[src/rtl/wb_rr_arbiter_pkg.sv]
// Shared types and default widths for the Wishbone round-robin arbiter.
package wb_arb_pkg;

  typedef enum logic [1:0] {
    IDLE = 2'd0,
    BUSY = 2'd1,
    ERR  = 2'd2
  } arb_state_t;

  localparam int DEF_NUM_M   = 2;
  localparam int DEF_AW      = 32;
  localparam int DEF_DW      = 32;
  localparam int DEF_TIMEOUT = 255;

endpackage

[src/rtl/wb_rr_arbiter_rr_pick.sv]
// Combinational round-robin picker: first requester at or after ptr_i, wrapping.
module rr_pick #(
  parameter int N  = 2,
  parameter int PW = $clog2(N)
) (
  input  logic [N-1:0]  req_i,
  input  logic [PW-1:0] ptr_i,
  output logic [N-1:0]  gnt_o,
  output logic          valid_o
);

  logic [2*N-1:0] dbl;
  logic [N-1:0]   rot;
  logic [PW:0]    pos;
  logic           found;

  always_comb begin
    // NOTE: every output and temporary gets a default first, so no path infers a latch.
    gnt_o = '0;
    found = 1'b0;
    pos   = '0;
    dbl   = {req_i, req_i};
    rot   = dbl[ptr_i +: N];
    // Lowest set bit of the rotated vector is the winner; un-rotate its index.
    for (int k = 0; k < N; k++) begin
      if (rot[k] && !found) begin
        found = 1'b1;
        pos   = {1'b0, ptr_i} + (PW+1)'(k);
        if (pos >= (PW+1)'(N)) pos = pos - (PW+1)'(N);
        gnt_o[pos[PW-1:0]] = 1'b1;
      end
    end
    valid_o = |req_i;
  end

endmodule

[src/rtl/wb_rr_arbiter.sv]
// Round-robin Wishbone B4 classic arbiter: grant locked per CYC, watchdog ends hung cycles with ERR.
module wb_rr_arbiter
  import wb_arb_pkg::*;
#(
  parameter int NUM_M   = DEF_NUM_M,
  parameter int AW      = DEF_AW,
  parameter int DW      = DEF_DW,
  parameter int TIMEOUT = DEF_TIMEOUT
) (
  input  logic                CLK_I,
  input  logic                RST_I,
  input  logic [NUM_M-1:0]    M_CYC_I,
  input  logic [NUM_M-1:0]    M_STB_I,
  input  logic [NUM_M-1:0]    M_WE_I,
  input  logic [NUM_M*AW-1:0] M_ADR_I,
  input  logic [NUM_M*DW-1:0] M_DAT_I,
  output logic [NUM_M-1:0]    M_ACK_O,
  output logic [NUM_M-1:0]    M_ERR_O,
  output logic [DW-1:0]       M_DAT_O,
  output logic                S_CYC_O,
  output logic                S_STB_O,
  output logic                S_WE_O,
  output logic [AW-1:0]       S_ADR_O,
  output logic [DW-1:0]       S_DAT_O,
  input  logic                S_ACK_I,
  input  logic [DW-1:0]       S_DAT_I,
  output logic [NUM_M-1:0]    GNT_O
);

  localparam int PW  = $clog2(NUM_M);
  localparam int WDW = $clog2(TIMEOUT + 1);
  localparam logic [WDW-1:0] WD_LAST = WDW'(TIMEOUT - 1);

  arb_state_t       state_q, state_d;
  logic [NUM_M-1:0] gnt_q, gnt_d;
  logic [PW-1:0]    gidx_q, gidx_d;
  logic [PW-1:0]    ptr_q, ptr_d;
  logic [WDW-1:0]   wd_q, wd_d;
  logic             err_q, err_d;

  logic [NUM_M-1:0] pick_gnt;
  logic             pick_valid;
  logic [PW-1:0]    pick_idx;
  logic [PW-1:0]    ptr_next;
  logic             busy;

  rr_pick #(.N(NUM_M), .PW(PW)) u_pick (
    .req_i   (M_CYC_I),
    .ptr_i   (ptr_q),
    .gnt_o   (pick_gnt),
    .valid_o (pick_valid)
  );

  always_comb begin
    pick_idx = '0;
    for (int i = 0; i < NUM_M; i++)
      if (pick_gnt[i]) pick_idx = PW'(i);
  end

  assign ptr_next = (gidx_q == PW'(NUM_M - 1)) ? '0 : gidx_q + 1'b1;
  assign busy     = (state_q == BUSY);

  // Slave side follows the granted master combinationally so ACK keeps zero-wait timing.
  always_comb begin
    S_CYC_O = 1'b0;
    S_STB_O = 1'b0;
    S_WE_O  = 1'b0;
    S_ADR_O = '0;
    S_DAT_O = '0;
    if (busy) begin
      S_CYC_O = M_CYC_I[gidx_q];
      S_STB_O = M_STB_I[gidx_q];
      S_WE_O  = M_WE_I[gidx_q];
      S_ADR_O = M_ADR_I[int'(gidx_q)*AW +: AW];
      S_DAT_O = M_DAT_I[int'(gidx_q)*DW +: DW];
    end
    M_ACK_O = (busy && S_STB_O && S_ACK_I) ? gnt_q : '0;
    M_ERR_O = err_q ? gnt_q : '0;
  end

  assign M_DAT_O = S_DAT_I;
  assign GNT_O   = gnt_q;

  always_comb begin
    state_d = state_q;
    gnt_d   = gnt_q;
    gidx_d  = gidx_q;
    ptr_d   = ptr_q;
    wd_d    = '0;
    err_d   = 1'b0;
    case (state_q)
      IDLE: begin
        if (pick_valid) begin
          state_d = BUSY;
          gnt_d   = pick_gnt;
          gidx_d  = pick_idx;
        end
      end
      BUSY: begin
        if (!M_CYC_I[gidx_q]) begin
          state_d = IDLE;
          gnt_d   = '0;
          ptr_d   = ptr_next;
        end else if (S_STB_O && !S_ACK_I) begin
          if (wd_q == WD_LAST) begin
            state_d = ERR;
            err_d   = 1'b1;
          end else begin
            wd_d = wd_q + 1'b1;
          end
        end
      end
      ERR: begin
        if (!M_CYC_I[gidx_q]) begin
          state_d = IDLE;
          gnt_d   = '0;
          ptr_d   = ptr_next;
        end
      end
      default: begin
        state_d = IDLE;
        gnt_d   = '0;
      end
    endcase
  end

  // NOTE: sequential state uses non-blocking assignments only, so every register samples pre-edge values.
  always_ff @(posedge CLK_I or posedge RST_I) begin
    if (RST_I) begin
      state_q <= IDLE;
      gnt_q   <= '0;
      gidx_q  <= '0;
      ptr_q   <= '0;
      wd_q    <= '0;
      err_q   <= 1'b0;
    end else begin
      state_q <= state_d;
      gnt_q   <= gnt_d;
      gidx_q  <= gidx_d;
      ptr_q   <= ptr_d;
      wd_q    <= wd_d;
      err_q   <= err_d;
    end
  end

endmodule

[config.mk]
export PLATFORM = sky130hd
export DESIGN_NAME = wb_rr_arbiter
export DESIGN_NICKNAME = d
export VERILOG_FILES = /design/src/rtl/wb_rr_arbiter_pkg.sv /design/src/rtl/wb_rr_arbiter_rr_pick.sv /design/src/rtl/wb_rr_arbiter.sv
export SDC_FILE = /design/constraint.sdc
export NUM_CORES = 1
export LEC_CHECK = 0
export BUFFER_PORTS_ARGS = -buffer_cell sky130_fd_sc_hd__clkbuf_2
export CAP_MARGIN = 20
export CORE_AREA = 3 3 106 108
export DETAILED_ROUTE_END_ITERATION = 8
export DIE_AREA = 0 0 109 111
export GPL_ROUTABILITY_DRIVEN = 0
export PLACE_DENSITY = 0.66
export SYNTH_ARGS = -nofsm -noshare
export SYNTH_HDL_FRONTEND = slang
export SYNTH_SLANG_ARGS = --single-unit
[constraint.sdc]
create_clock -name CLK_I -period 4.37 [get_ports CLK_I]
set_input_delay 0.437 -clock CLK_I [delete_from_list [all_inputs] [get_ports CLK_I]]
set_output_delay 0.437 -clock CLK_I [all_outputs]
set_load 0.01 [all_outputs]
**After elaboration in Yosys (flattened, before gate mapping)**

Index checks and enable logic that the tools add are counted.

- Input port bits: 169
- Output and inout bits: 105
- Word-level logic and storage cells: 88
- Bits in registers: 15

- Add/sub/neg operators: 5
- $lt $le $gt $ge: 7
- Eq/ne operators: 8
- Bitwise logic cells: 2
- Shift operators: 3
- Multiplexer cells: 42
- Reduce and logical (&&, ||, !) cells: 15

Operators with widths:

| operator | number |
|---|---|
| variable part select 64 x 7 -> 32 bit | 2 |
| 2-to-1 mux 32 bit | 2 |
| 2-to-1 mux 8 bit | 4 |
| 2-to-1 mux 1 bit | 22 |
| 2-to-1 mux 2 bit | 10 |
| adder 8 x 1 -> 8 bit (second input constant) | 1 |
| equality test 8 bit (second input constant) | 1 |
| logical AND 1 bit | 6 |
| < comparator 1 x 2 -> 1 bit (second input constant) | 3 |
| inequality test 2 bit (second input constant) | 3 |
| inequality test 3 x 2 -> 1 bit (second input constant) | 2 |
| one-hot mux 2 bit (3 select lines) | 1 |
| AND reduction 2 bit | 3 |
| one-hot mux 2 bit (2 select lines) | 1 |
| AND reduction 4 bit | 1 |
| OR reduction 2 bit | 2 |
| variable part select 4 x 2 -> 2 bit | 1 |
| adder 1 x 1 -> 2 bit (second input constant) | 1 |
| demux 1 bit (select 1 bit) | 2 |
| equality test 2 x 1 -> 1 bit (second input constant) | 1 |
| equality test 2 bit (second input constant) | 1 |
| greater-or-equal comparator 1 bit (second input constant) | 2 |
| greater-or-equal comparator 1 x 2 -> 1 bit (second input constant) | 1 |
| greater-or-equal comparator 2 bit (second input constant) | 1 |
| 6 further kinds | 8 |

**Longest topological paths before layout**

- Depth in word-level cells: 13
- Mapped depth: 7
- Gate-level depth less buffers: 6

**Hierarchy**

Synthesis repeated with hierarchy kept, for this count alone.

- Cell total of the unflattened synthesis: 268
- Area, all modules: 2209.6 µm²

By module, submodules not included:

| module | seq. area each (µm²) | area each (µm²) | instances | cells an instance |
|---|---|---|---|---|
| wb_rr_arbiter | 375.4 | 2184.6 | 1 | 264 |
| rr_pick | 0.0 | 25.0 | 1 | 4 |

**Worst setup path before layout**

Ideal clock, no wire load.

- Path type: register -> output
- Start point: register state_q[1]
- End point: output port S_ADR_O[0]
- Slack: 2614 ps
- Cell stages (with the launch flop): 6
- Required time: 3933 ps
- Data arrival time: 1319 ps
- Cells stage by stage: dfrtp_1 -> inv_1 -> ha_1 -> clkbuf_1 -> clkbuf_1 -> nor2b_1

- Cells in the longest elaborated chain, start to end: 2

RTL lines:

| what | line | text |
|---|---|---|
| start: declaration | wb_rr_arbiter.sv:34 | `arb_state_t state_q, state_d;` |
| start signal: assignment | wb_rr_arbiter.sv:137 | `state_q <= state_d;` |
| equality test 2 x 1 -> 1 bit | wb_rr_arbiter.sv:61 | `assign busy = (state_q == BUSY);` |
| 2-to-1 mux 32 bit | wb_rr_arbiter.sv:70 | `if (busy) begin` |
| end: declaration | wb_rr_arbiter.sv:23 | `output logic [AW-1:0] S_ADR_O,` |

Every way passes these cells.

**Worst setup path after layout**

- Start point: register gidx_q
- End point: output port S_ADR_O[19]

- Cells in the longest elaborated chain, start to end: 2

RTL lines:

| what | line | text |
|---|---|---|
| start: declaration | wb_rr_arbiter.sv:36 | `logic [PW-1:0] gidx_q, gidx_d;` |
| start signal: assignment | wb_rr_arbiter.sv:139 | `gidx_q <= gidx_d;` |
| variable part select 64 x 7 -> 32 bit | wb_rr_arbiter.sv:74 | `S_ADR_O = M_ADR_I[int'(gidx_q)*AW +: AW];` |
| 2-to-1 mux 32 bit | wb_rr_arbiter.sv:70 |  |

Every way passes these cells.

==> out/metrics.csv <==
stage,metric,value,unit
yosys,syn_area_per_cell,8.32,um^2
power,ir_drop,0.242,mV
cts,cts.clk_slew.worst_paths,60,ps
worst_setup_path,critPathBufInv,2,
global_routing,busiest_layer,met2,
global_routing,grt_max_degree,69,
min_path,hold_class,in2async,
cts,post_cts_buffers,0,
global_routing,gr-usage-met1,12.9,%
yosys,netlist_area,0.00219,mm^2
routing,via_per_inst,4.23,
yosys,synthFlopType,dfrtp_1,
yosys,ys_ff_latch,15,
worst_setup_path,critical_path_class,reg2out,
global_routing,globalRouteMet3Util,2.91,%
worst_setup_path,required,3930,ps
layout,antennaDiodeCount,0,
worst_setup_path,path_max_fanout,46,
timing,skew,1.87,ps
yosys,netlist_instances,263,
global_routing,antenna_found_initial,0,
routing,postRouteAntennaNets,0,
cts,cts_tree,done,
floorplan,die_h,111,um
placement,numPortBuffers,209,
worst_setup_path,crit_arrival,2160,ps
yosys,synth_most_common_cell,nor2b_1,
power,pwr_density_cell,483,mW/mm^2
cts,clock_path_buffers,2,
global_routing,grt_use_met2,19.7,%
timing,final_max_slew_viol_count,0,
yosys,yosys.area.top_type,mux2i_1,
cts,cts.sinks,15,
layout,nets,604,
worst_setup_path,crit_family,flip-flops,
cts,numCtsBuffers,3,
yosys,async_reset_ff_share,100,%
job,max-cap-violations,0,
yosys,synth_cell_type_count,30,
timing,holdWs,222,ps
yosys,synth_edf_count,0,
cts,hold_buffers,0,
routing,firstDrtPassIters,4,
timing,hold_viol,0,
timing,worst_pin_slew,891,ps
worst_setup_path,end_kind,primary output,
cts,insertion_delay,250,ps
layout,area_growth,44.0,%
routing,drtIter0Drc,63,
timing,finalSetupTns,0,ps
yosys,syn_nets,437,
power,power.total,1.52,mW
timing,fin_crit_sh,59.5,%
yosys,synth.top_cell.area_share,30.2,%
floorplan,initial_utilization,21.2,%
timing,grt_setup_unrepaired,no,
worst_setup_path,crit_path_start_kind,register,
global_routing,grt_pass1_vias,2369,
global_routing,gr-usage-all-layers,11.0,%
cts,htreeDepth,1,
routing,drc_errors,0,
floorplan,dieWidth,109,um
layout,layout-drive-gt1-share,50.8,%
floorplan,die_area,0.0121,mm^2
routing,routed_wl,7390,um
routing,vias,2390,
timing,period_minus_slack,2600,ps
yosys,yosys_warnings,0,
yosys,ys_seq_area_share,17.2,%
worst_setup_path,crit_slowest_cell,dfrtp_4,
power,power_leakage,1.85,nW
worst_setup_path,cpPeakStageDelay,930,ps
worst_setup_path,reg2reg_setup_slack,1970,ps
yosys,ys_top_cells_by_count,"67 x nor2b_1, 66 x mux2i_1, 33 x buf_4, 15 x dfrtp_1, 12 x nor2_1",
timing,setup_viol,0,
timing,fmax,385,MHz
floorplan,fp.coreArea,0.0103,mm^2
placement,place.detailed.hpwl,6260,um
cts,postCtsResizedCells,0,
routing,routedWlPerCell,13.1,um
yosys,ys_top_cells_by_area,"mux2i_1 30%, nor2b_1 19%, dfrtp_1 17%, buf_4 11%, ha_1 2.9%",
floorplan,pin_count,274,
run_status,status,finished clean,
cts,clockRootBuffer,clkbuf_8,
worst_setup_path,crit_chain,"buf_4, mux2i_1, nor2b_1, clkbuf_2",
floorplan,rows,37,
timing,max-slew-margin-rel,40.6,%
global_routing,overflow,0,
global_routing,grt_first_pass_wirelength,11000,um
-- final cells by class --
type	count	area [um^2]
multi-input combinational	192	1470
inverter	8	30.0
sequential	15	379
timing repair buffer	210	1050
tap	136	170
clock buffer	3	41.3
fill	1084	7170
clock inverter	1	5.00
-- per-stage QoR --
stage               worst slack (ps)  std cells  utilization (%)  cell area, um^2
floorplan                       2610        263                -             2190
global placement                2090        561             30.1             3100
detailed placement              1920        561             30.1             3100
CTS                             1740        565             30.5             3150
global route                    1510        565             30.5             3150
finish                          1770        565             30.5             3150
-- kinds of logic (layout without fill, tap and decap cells) --
group / count (synthesis) / after routing / synth area share (%)
buffers and inverters: 56 / 222 / 15.7
AO/OA/AOI/OAI: 14 / 14 / 4.06
AND/OR/NAND/NOR: 99 / 99 / 26.4
XOR/XNOR: 6 / 6 / 2.40
adder cells (fa/ha/maj): 5 / 5 / 2.86
multiplexers: 68 / 68 / 31.4
flip-flops: 15 / 15 / 17.2
-- worst reg2reg max path, delay by kind of cell (launching register included) --
family        cells  cell delay (ps)
buf+inv           1               90
simple gates      3             1080
flops             1              400
fa+ha+maj         1              750
-- worst paths after layout --
kind | endpoint | cells past startpoint | from
max | S_ADR_O[19] | 4 | gidx_q
min | wd_q[7] | 2 | RST_I
max reg2reg | wd_q[2] | 5 | state_q[1]
min reg2reg | wd_q[0] | 1 | wd_q[0]
max in group asynchronous | gidx_q | 2 | RST_I
min in group CLK_I | gidx_q | 2 | M_CYC_I[0]
-- state kept, by name, summed over array words and instances, names as in the netlist --
name,flops
GNT_O,2
err_q,1
gidx_q,1
ptr_q,1
state_q,2
wd_q,8
-- cells in the final DEF, fill, tap and decap left out, types with 3 or more instances in the layout --
cell type / instances
nor2_1: 12
nand2_1: 4
nand3_1: 4
clkbuf_8: 3
and3_1: 4
ha_1: 4
clkbuf_2: 209
nor2b_1: 67
o21ai_0: 4
a21oi_1: 4
xnor2_1: 3
and2_1: 3
inv_1: 8
mux2i_1: 66
xor2_1: 3
dfrtp_1: 14
-- layer usage --
layer / vias to the layer above / part of all wire (%)
li1: 1178 / -
met1: 1071 / 40
met2: 129 / 49
met3: 12 / 9.9
met4: 0 / 1.2
met5: - / 0
-- report_power, final --
part           internal, mW  switching, mW  total, mW
Combinational         0.582          0.546       1.13
Sequential            0.163          0.121      0.284
Clock                0.0631         0.0477      0.111
Power figures use the tool's default switching activity.
